<file path="config.mk">
export PLATFORM = sky130hd
export DESIGN_NAME = multi_tick_gen
export DESIGN_NICKNAME = d
export VERILOG_FILES = /design/src/rtl/multi_tick_gen_pkg.sv /design/src/rtl/multi_tick_gen_chan.sv /design/src/rtl/multi_tick_gen.sv
export SDC_FILE = /design/constraint.sdc
export NUM_CORES = 1
export LEC_CHECK = 0
export ABC_AREA = 1
export BUFFER_PORTS_ARGS = -buffer_cell sky130_fd_sc_hd__clkbuf_2
export CELL_PAD_IN_SITES_DETAIL_PLACEMENT = 0
export CELL_PAD_IN_SITES_GLOBAL_PLACEMENT = 2
export CORE_MARGIN = 5
export CORE_UTILIZATION = 25
export DETAILED_ROUTE_END_ITERATION = 12
export PLACE_DENSITY = 0.64
export SLEW_MARGIN = 20
export SYNTH_ARGS = -nofsm -noshare
export SYNTH_HDL_FRONTEND = slang
export SYNTH_HIERARCHICAL = 1
export SYNTH_SLANG_ARGS = --single-unit
</file>
<file path="constraint.sdc">
create_clock -name clk -period 2 [get_ports clk]
set_input_delay 0.4 -clock clk [delete_from_list [all_inputs] [get_ports clk]]
set_output_delay 0.4 -clock clk [all_outputs]
set_load 0.01 [all_outputs]
</file>
<file path="src/rtl/multi_tick_gen_pkg.sv">
// multi_tick_gen_pkg
//   Shared definitions for the multi-channel tick generator.
//   - MODE_PULSE / MODE_SQUARE : per-channel output mode encoding
//   - ch_idx_w()               : width of a channel index (at least 1 bit)
package multi_tick_gen_pkg;

   localparam logic MODE_PULSE  = 1'b0;
   localparam logic MODE_SQUARE = 1'b1;

   // Channel-select width; a single channel still gets a 1-bit select.
   function automatic int ch_idx_w(input int n);
      return (n <= 2) ? 1 : $clog2(n);
   endfunction

endpackage

</file>
<file path="src/rtl/multi_tick_gen_chan.sv">
// tick_chan
//   One divide-by-D tick channel with a shadowed divide/mode pair.
//   Ports:
//     clk, reset   : clock, async active-high reset
//     en           : channel enable (chooses shadow vs. direct config load)
//     adv          : advance event for this cycle (already gated by en)
//     sync_clr     : synchronous clear; applies a pending shadow pair
//     cfg_we       : write strobe already decoded for this channel
//     cfg_div      : new divide value (0 is treated as 1)
//     cfg_mode     : new mode (MODE_PULSE / MODE_SQUARE)
//     wrap         : combinational wrap strobe, feeds the next cascade stage
//     tick, sq     : registered outputs
module tick_chan
   import multi_tick_gen_pkg::*;
#(
   parameter int DIV_W       = 17,
   parameter int DEFAULT_DIV = 100_000
) (
   input  logic             clk,
   input  logic             reset,
   input  logic             en,
   input  logic             adv,
   input  logic             sync_clr,
   input  logic             cfg_we,
   input  logic [DIV_W-1:0] cfg_div,
   input  logic             cfg_mode,
   output logic             wrap,
   output logic             tick,
   output logic             sq
);

   localparam logic [DIV_W-1:0] DEF_DIV = (DEFAULT_DIV == 0) ? DIV_W'(1) : DIV_W'(DEFAULT_DIV);

   logic [DIV_W-1:0] cnt_q, cnt_d;
   logic [DIV_W-1:0] div_q, div_d;
   logic [DIV_W-1:0] sh_div_q, sh_div_d;
   logic             mode_q, mode_d;
   logic             sh_mode_q, sh_mode_d;
   logic             pend_q, pend_d;
   logic             tick_q, tick_d;
   logic             sq_q, sq_d;
   logic [DIV_W-1:0] cfg_div_eff;

   assign cfg_div_eff = (cfg_div == '0) ? DIV_W'(1) : cfg_div;
   assign wrap        = adv && (cnt_q == div_q - DIV_W'(1));

   always_comb begin
      cnt_d     = cnt_q;
      div_d     = div_q;
      mode_d    = mode_q;
      sh_div_d  = sh_div_q;
      sh_mode_d = sh_mode_q;
      pend_d    = pend_q;
      tick_d    = 1'b0;
      sq_d      = sq_q;

      if (sync_clr) begin
         if (pend_q) begin
            div_d  = sh_div_q;
            mode_d = sh_mode_q;
         end
         pend_d = 1'b0;
         cnt_d  = '0;
         sq_d   = 1'b0;
      end else if (cfg_we && !en) begin
         // Idle channel: no period in flight, so load the active pair now.
         div_d  = cfg_div_eff;
         mode_d = cfg_mode;
         pend_d = 1'b0;
         cnt_d  = '0;
         sq_d   = 1'b0;
      end else begin
         if (cfg_we) begin
            sh_div_d  = cfg_div_eff;
            sh_mode_d = cfg_mode;
            pend_d    = 1'b1;
         end
         if (wrap) begin
            cnt_d  = '0;
            tick_d = 1'b1;
            // The mode that governed the finished period decides this edge.
            sq_d   = (mode_q == MODE_SQUARE) ? ~sq_q : 1'b1;
            // A write landing on the wrap cycle takes effect right here.
            if (cfg_we) begin
               div_d  = cfg_div_eff;
               mode_d = cfg_mode;
               pend_d = 1'b0;
            end else if (pend_q) begin
               div_d  = sh_div_q;
               mode_d = sh_mode_q;
               pend_d = 1'b0;
            end
         end else begin
            if (adv) cnt_d = cnt_q + DIV_W'(1);
            // Pulse mode mirrors tick, which is low whenever there is no wrap.
            if (mode_q == MODE_PULSE) sq_d = 1'b0;
         end
      end
   end

   always_ff @(posedge clk or posedge reset) begin
      if (reset) begin
         cnt_q     <= '0;
         div_q     <= DEF_DIV;
         mode_q    <= MODE_PULSE;
         sh_div_q  <= DEF_DIV;
         sh_mode_q <= MODE_PULSE;
         pend_q    <= 1'b0;
         tick_q    <= 1'b0;
         sq_q      <= 1'b0;
      end else begin
         cnt_q     <= cnt_d;
         div_q     <= div_d;
         mode_q    <= mode_d;
         sh_div_q  <= sh_div_d;
         sh_mode_q <= sh_mode_d;
         pend_q    <= pend_d;
         tick_q    <= tick_d;
         sq_q      <= sq_d;
      end
   end

   assign tick = tick_q;
   assign sq   = sq_q;

endmodule

</file>
<file path="src/rtl/multi_tick_gen.sv">
// multi_tick_gen
//   NCH independent programmable tick generators (pulse or square output).
//   Ports:
//     clk, reset        : clock, async active-high reset
//     ch_en[NCH]        : per-channel count enable
//     sync_clr          : clear all counters/outputs, apply pending configs
//     cfg_we/cfg_ch     : one-cycle config write to channel cfg_ch
//     cfg_div/cfg_mode  : divide value and mode for the write
//     tick[NCH], sq[NCH]: registered tick and square outputs
//   Build option: define MULTI_TICK_GEN_CASCADE_EN to chain channels so that
//   channel k advances only on the wrap strobe of channel k-1.
module multi_tick_gen
   import multi_tick_gen_pkg::*;
#(
   parameter int NCH         = 4,
   parameter int DIV_W       = 17,
   parameter int DEFAULT_DIV = 100_000
) (
   input  logic                        clk,
   input  logic                        reset,
   input  logic [NCH-1:0]              ch_en,
   input  logic                        sync_clr,
   input  logic                        cfg_we,
   input  logic [ch_idx_w(NCH)-1:0]    cfg_ch,
   input  logic [DIV_W-1:0]            cfg_div,
   input  logic                        cfg_mode,
   output logic [NCH-1:0]              tick,
   output logic [NCH-1:0]              sq
);

   localparam int CH_W = ch_idx_w(NCH);

   logic [NCH-1:0] adv;
   logic [NCH-1:0] ch_we;
`ifdef MULTI_TICK_GEN_CASCADE_EN
   logic [NCH-1:0] wrap;
`else
   logic [NCH-1:0] unused_wrap;
`endif

   for (genvar k = 0; k < NCH; k++) begin : g_ch
      // Out-of-range cfg_ch values match no channel and are dropped.
      assign ch_we[k] = cfg_we && (cfg_ch == CH_W'(k));

`ifdef MULTI_TICK_GEN_CASCADE_EN
      if (k == 0) begin : g_head
         assign adv[k] = ch_en[k];
      end else begin : g_link
         assign adv[k] = ch_en[k] & wrap[k-1];
      end
`else
      assign adv[k] = ch_en[k];
`endif

      tick_chan #(
         .DIV_W       (DIV_W),
         .DEFAULT_DIV (DEFAULT_DIV)
      ) u_chan (
         .clk      (clk),
         .reset    (reset),
         .en       (ch_en[k]),
         .adv      (adv[k]),
         .sync_clr (sync_clr),
         .cfg_we   (ch_we[k]),
         .cfg_div  (cfg_div),
         .cfg_mode (cfg_mode),
`ifdef MULTI_TICK_GEN_CASCADE_EN
         .wrap     (wrap[k]),
`else
         .wrap     (unused_wrap[k]),
`endif
         .tick     (tick[k]),
         .sq       (sq[k])
      );
   end

endmodule

</file>
==> impl_results.html <==
<table>
<tr><th>Metric</th><th>Value</th></tr>
<tr><th colspan="2">CTS</th></tr>
<tr><td>Source-to-sink clock delay at the later pin of the worst-skew pair</td><td>570 ps</td></tr>
<tr><td>Clock-pin slew on the worst setup and hold paths</td><td>60 ps</td></tr>
<tr><td>CTS buffer count</td><td>30</td></tr>
<tr><td>Clock Root Buffer</td><td>sky130_fd_sc_hd__clkbuf_16</td></tr>
<tr><td>Maximum buffer depth of the clock tree</td><td>3</td></tr>
<tr><td>Clock sinks</td><td>224</td></tr>
<tr><td>CTS H-tree lvls</td><td>1</td></tr>
<tr><td>TritonCTS clock tree</td><td>yes</td></tr>
<tr><th colspan="2">Pwr</th></tr>
<tr><td>Total power consumption of the routed design</td><td>16.7 mW</td></tr>
<tr><td>Largest vdd supply drop</td><td>0.593 mV</td></tr>
<tr><td>Net switching share of the total power</td><td>34.2%</td></tr>
<tr><td>Power share of the combinational group</td><td>30.3%</td></tr>
<tr><td>Power Internal</td><td>11.0 mW</td></tr>
<tr><td>Net Sw Power</td><td>5.73 mW</td></tr>
<tr><td>Total power per unit cell area</td><td>891 nW/um2</td></tr>
<tr><td>Clock Power Share</td><td>33.7%</td></tr>
<tr><td>Sequential cell fraction of total power</td><td>36.0%</td></tr>
<tr><td>LEAKAGE</td><td>8.79 nW</td></tr>
<tr><th colspan="2">Min path</th></tr>
<tr><td>Path type of the worst min-delay path</td><td>input port to flop</td></tr>
<tr><td>Critical hold path startpoint</td><td>ch_en[0]</td></tr>
<tr><th colspan="2">Layout</th></tr>
<tr><td>Number of antenna cells inserted</td><td>0</td></tr>
<tr><td>Leading cell types in the layout, fill and taps excluded</td><td>sky130_fd_sc_hd__nand2_1, sky130_fd_sc_hd__nor2_1, sky130_fd_sc_hd__inv_1</td></tr>
<tr><td>Final core occ</td><td>33.5%</td></tr>
<tr><td>Layout-stage area growth over the synthesis result</td><td>33.5%</td></tr>
<tr><td>Nets</td><td>2201</td></tr>
<tr><td>Commonest non-fill, non-tap cell in the layout</td><td>sky130_fd_sc_hd__nand2_1</td></tr>
<tr><td>Final std cell area, no fill</td><td>18800 um2</td></tr>
<tr><td>Layout cells sized above 1</td><td>27.5%</td></tr>
<tr><th colspan="2">Critical path</th></tr>
<tr><td>CP peak stage delay</td><td>390 ps</td></tr>
<tr><td>R2r startpoint</td><td>g_ch[0].u_chan/div_q[1]</td></tr>
<tr><td>Worst setup startpoint</td><td>g_ch[0].u_chan/div_q[1]</td></tr>
<tr><td>Maximum net fanout on the critical path</td><td>8</td></tr>
<tr><td>Type of element launching the critical path</td><td>flop</td></tr>
<tr><td>Count of buffering cells on the critical path with inverters included</td><td>2</td></tr>
<tr><td>Capturing element type of the critical path</td><td>flop</td></tr>
<tr><td>Top cell family by delay on the critical path</td><td>simple AND/OR/NAND/NOR gates</td></tr>
<tr><td>Critical path's most frequent cell</td><td>sky130_fd_sc_hd__nand2_1</td></tr>
<tr><td>Endpoint arrival time on the critical path</td><td>2610 ps</td></tr>
<tr><td>Max stage delay cell, worst path</td><td>sky130_fd_sc_hd__dfrtp_1</td></tr>
<tr><td>Worst Path Required</td><td>2460 ps</td></tr>
<tr><td>Crit path cell chain</td><td>inv_2, ha_4, nand3_4, nor2_4, nand2_1, nand2_1, nand2_1, nor2_2, nand3_2, nor2_4, nand2_8, buf_12, nand3b_1, nand2_1</td></tr>
<tr><td>Critical path start-end classification</td><td>flop to flop</td></tr>
<tr><th colspan="2">Logic synthesis</th></tr>
<tr><td>Number of warnings issued by yosys</td><td>6</td></tr>
<tr><td>Gate count of the mapped netlist</td><td>1962</td></tr>
<tr><td>Syn Std Cell Area</td><td>14100 um2</td></tr>
<tr><td>Average instance area after synthesis</td><td>7.17 um2</td></tr>
<tr><td>Net count after synthesis</td><td>1998</td></tr>
<tr><th colspan="2">STA</th></tr>
<tr><td>Final clock skew</td><td>14.3 ps</td></tr>
<tr><td>Headroom to the max-slew limit</td><td>44.4%</td></tr>
<tr><td>Final clock period utilization by the worst path</td><td>107%</td></tr>
<tr><td>Minimum period implied by the final worst setup slack</td><td>2140 ps</td></tr>
<tr><td>Max Clock Freq</td><td>0.467 GHz</td></tr>
<tr><td>Setup Viol. Count Final</td><td>138</td></tr>
<tr><td>Setup TNS after final layout</td><td>-7040 ps</td></tr>
<tr><td>Final Slew Violations</td><td>0</td></tr>
<tr><td>Worst setup margin</td><td>-143 ps</td></tr>
<tr><td>RSZ-0062 raised after global routing</td><td>true</td></tr>
<tr><td>Worst Hold Slack</td><td>142 ps</td></tr>
<tr><td>Hold violation count in the final report</td><td>0</td></tr>
<tr><td>Tightest Pin Transition</td><td>833 ps</td></tr>
<tr><th colspan="2">Global routing</th></tr>
<tr><td>Wire length of the first global-routing pass</td><td>73.6 mm</td></tr>
<tr><td>Number of antenna violations at the first check in global routing</td><td>0</td></tr>
<tr><td>Remaining Overflow, GRT</td><td>0</td></tr>
<tr><td>Vias in the first global route</td><td>13000</td></tr>
<tr><td>Pin count of the biggest net entering global routing</td><td>57</td></tr>
<tr><td>All-Layer GR Usage</td><td>14.9%</td></tr>
<tr><th colspan="2">Die</th></tr>
<tr><td>Floorplan row count</td><td>87</td></tr>
<tr><td>Die ar.</td><td>61100 um2</td></tr>
<tr><td>Area of the placeable core</td><td>56100 um2</td></tr>
<tr><td>Number of ports placed on the die boundary</td><td>36</td></tr>
<tr><td>Die Y</td><td>247 um</td></tr>
<tr><td>Die X-Extent</td><td>247 um</td></tr>
<tr><td>Starting utilization of the core area</td><td>25.1%</td></tr>
<tr><th colspan="2">Status</th></tr>
<tr><td>Outcome</td><td>complete, but fails checks</td></tr>
<tr><td>Failing checks</td><td>setup timing</td></tr>
<tr><th colspan="2">Detailed routing</th></tr>
<tr><td>Pre-antenna DRT Iters</td><td>5</td></tr>
<tr><td>Average routed wire per standard cell</td><td>15.5 um</td></tr>
<tr><td>Vias post-DR</td><td>13000</td></tr>
<tr><td>Initial DRC count</td><td>746</td></tr>
<tr><td>Number of design rule violations left after detail routing</td><td>0</td></tr>
<tr><td>Number of antenna-violating nets in the routed design</td><td>0</td></tr>
<tr><td>Routed wire length</td><td>45.8 mm</td></tr>
<tr><td>Detail-routed via count per cell</td><td>4.42</td></tr>
<tr><th colspan="2">Placement</th></tr>
<tr><td>IO Port Bufs</td><td>35</td></tr>
<tr><td>Half-perimeter wire length of the detailed placement result</td><td>31.5 mm</td></tr>
<tr><td>Dpl cell area</td><td>16300 um2</td></tr>
<tr><td>Final weighted congestion of routability-driven global placement</td><td>0.758</td></tr>
<tr><th colspan="2">Flow run</th></tr>
<tr><td>Max-capacitance violation count</td><td>0</td></tr>
</table>
-- registers in the layout, indices dropped and copies added (netlist names) --
| signal | cells |
|---|---|
| g_ch.u_chan/sq | 4 |
| g_ch.u_chan/div_q | 68 |
| g_ch.u_chan/mode_q | 4 |
| g_ch.u_chan/pend_q | 4 |
| g_ch.u_chan/sh_div_q | 68 |
| g_ch.u_chan/cnt_q | 68 |
| g_ch.u_chan/tick | 4 |
| g_ch.u_chan/sh_mode_q | 4 |
-- metrics by stage --
step	setup WS, ps	cells
2_1_floorplan	11.7	1962
3_3_place_gp	-346	2859
3_5_place_dp	-309	2859
4_1_cts	-90.1	2931
5_1_grt	-278	2945
6_report	-143	2945
-- worst register-to-register path: stages, from the launching register on --
cell                       delay, ps
sky130_fd_sc_hd__dfrtp_1         390
sky130_fd_sc_hd__inv_2           100
sky130_fd_sc_hd__ha_4            160
sky130_fd_sc_hd__nand3_4         120
sky130_fd_sc_hd__nor2_4          210
sky130_fd_sc_hd__nand2_1          70
sky130_fd_sc_hd__nand2_1          50
sky130_fd_sc_hd__nand2_1          60
sky130_fd_sc_hd__nor2_2          120
sky130_fd_sc_hd__nand3_2         100
sky130_fd_sc_hd__nor2_4          150
sky130_fd_sc_hd__nand2_8         160
sky130_fd_sc_hd__buf_12          200
sky130_fd_sc_hd__nand3b_1         80
sky130_fd_sc_hd__nand2_1          60
-- layout make-up --
cell class,count,area [um2]
clock buffer,50,927
fill,5920,37300
sequential,224,5670
inverter,206,773
tap,756,946
multi-input combinational,1472,8330
timing repair buffer,231,2040
clock inverter,6,105
-- timing repair --
action,CTS,global route
setup buffers,5,9
gates cloned,10,6
endpoints found under the hold margin,16,0
hold buffers,1,0
gates resized for setup,128,138
endpoints found under the setup margin,152,152
pin swaps,58,73
-- power groups by stage --
| stage | clock, mW | sequential [mW] | combinational (mW) |
|---|---|---|---|
| final | 5.64 | 6.03 | 5.07 |
| after global routing | 6.04 | 6.13 | 5.76 |
| after CTS | 5.87 | 6.01 | 4.84 |
| after detailed placement | 0 | 6.05 | 4.42 |
| after global placement | 0 | 6.04 | 4.38 |
| after floorplan | 0 | 5.84 | 3.04 |
-- final timing paths --
check	to	slack, ps	cells after the start
worst max-delay path	g_ch[0].u_chan/sq	-140	14
worst min-delay path	g_ch[0].u_chan/cnt_q[0]	140	3
worst max register to register	g_ch[0].u_chan/sq	-140	14
worst min register to register	g_ch[0].u_chan/sh_div_q[9]	470	2
max in group asynchronous	g_ch[3].u_chan/sh_div_q[7]	890	4
min in group asynchronous	g_ch[2].u_chan/sh_mode_q	480	3
-- routing by layer --
metal  GRT usage (%)  part of all wire (%)  vias to the layer above
met5               0                     0                        -
li1                -                     -                     6672
met3            1.69                   2.4                       44
met2            24.5                    46                      141
met4            3.36                   2.2                        0
met1            21.2                    49                     6153
(Power assumes the default switching activity.)
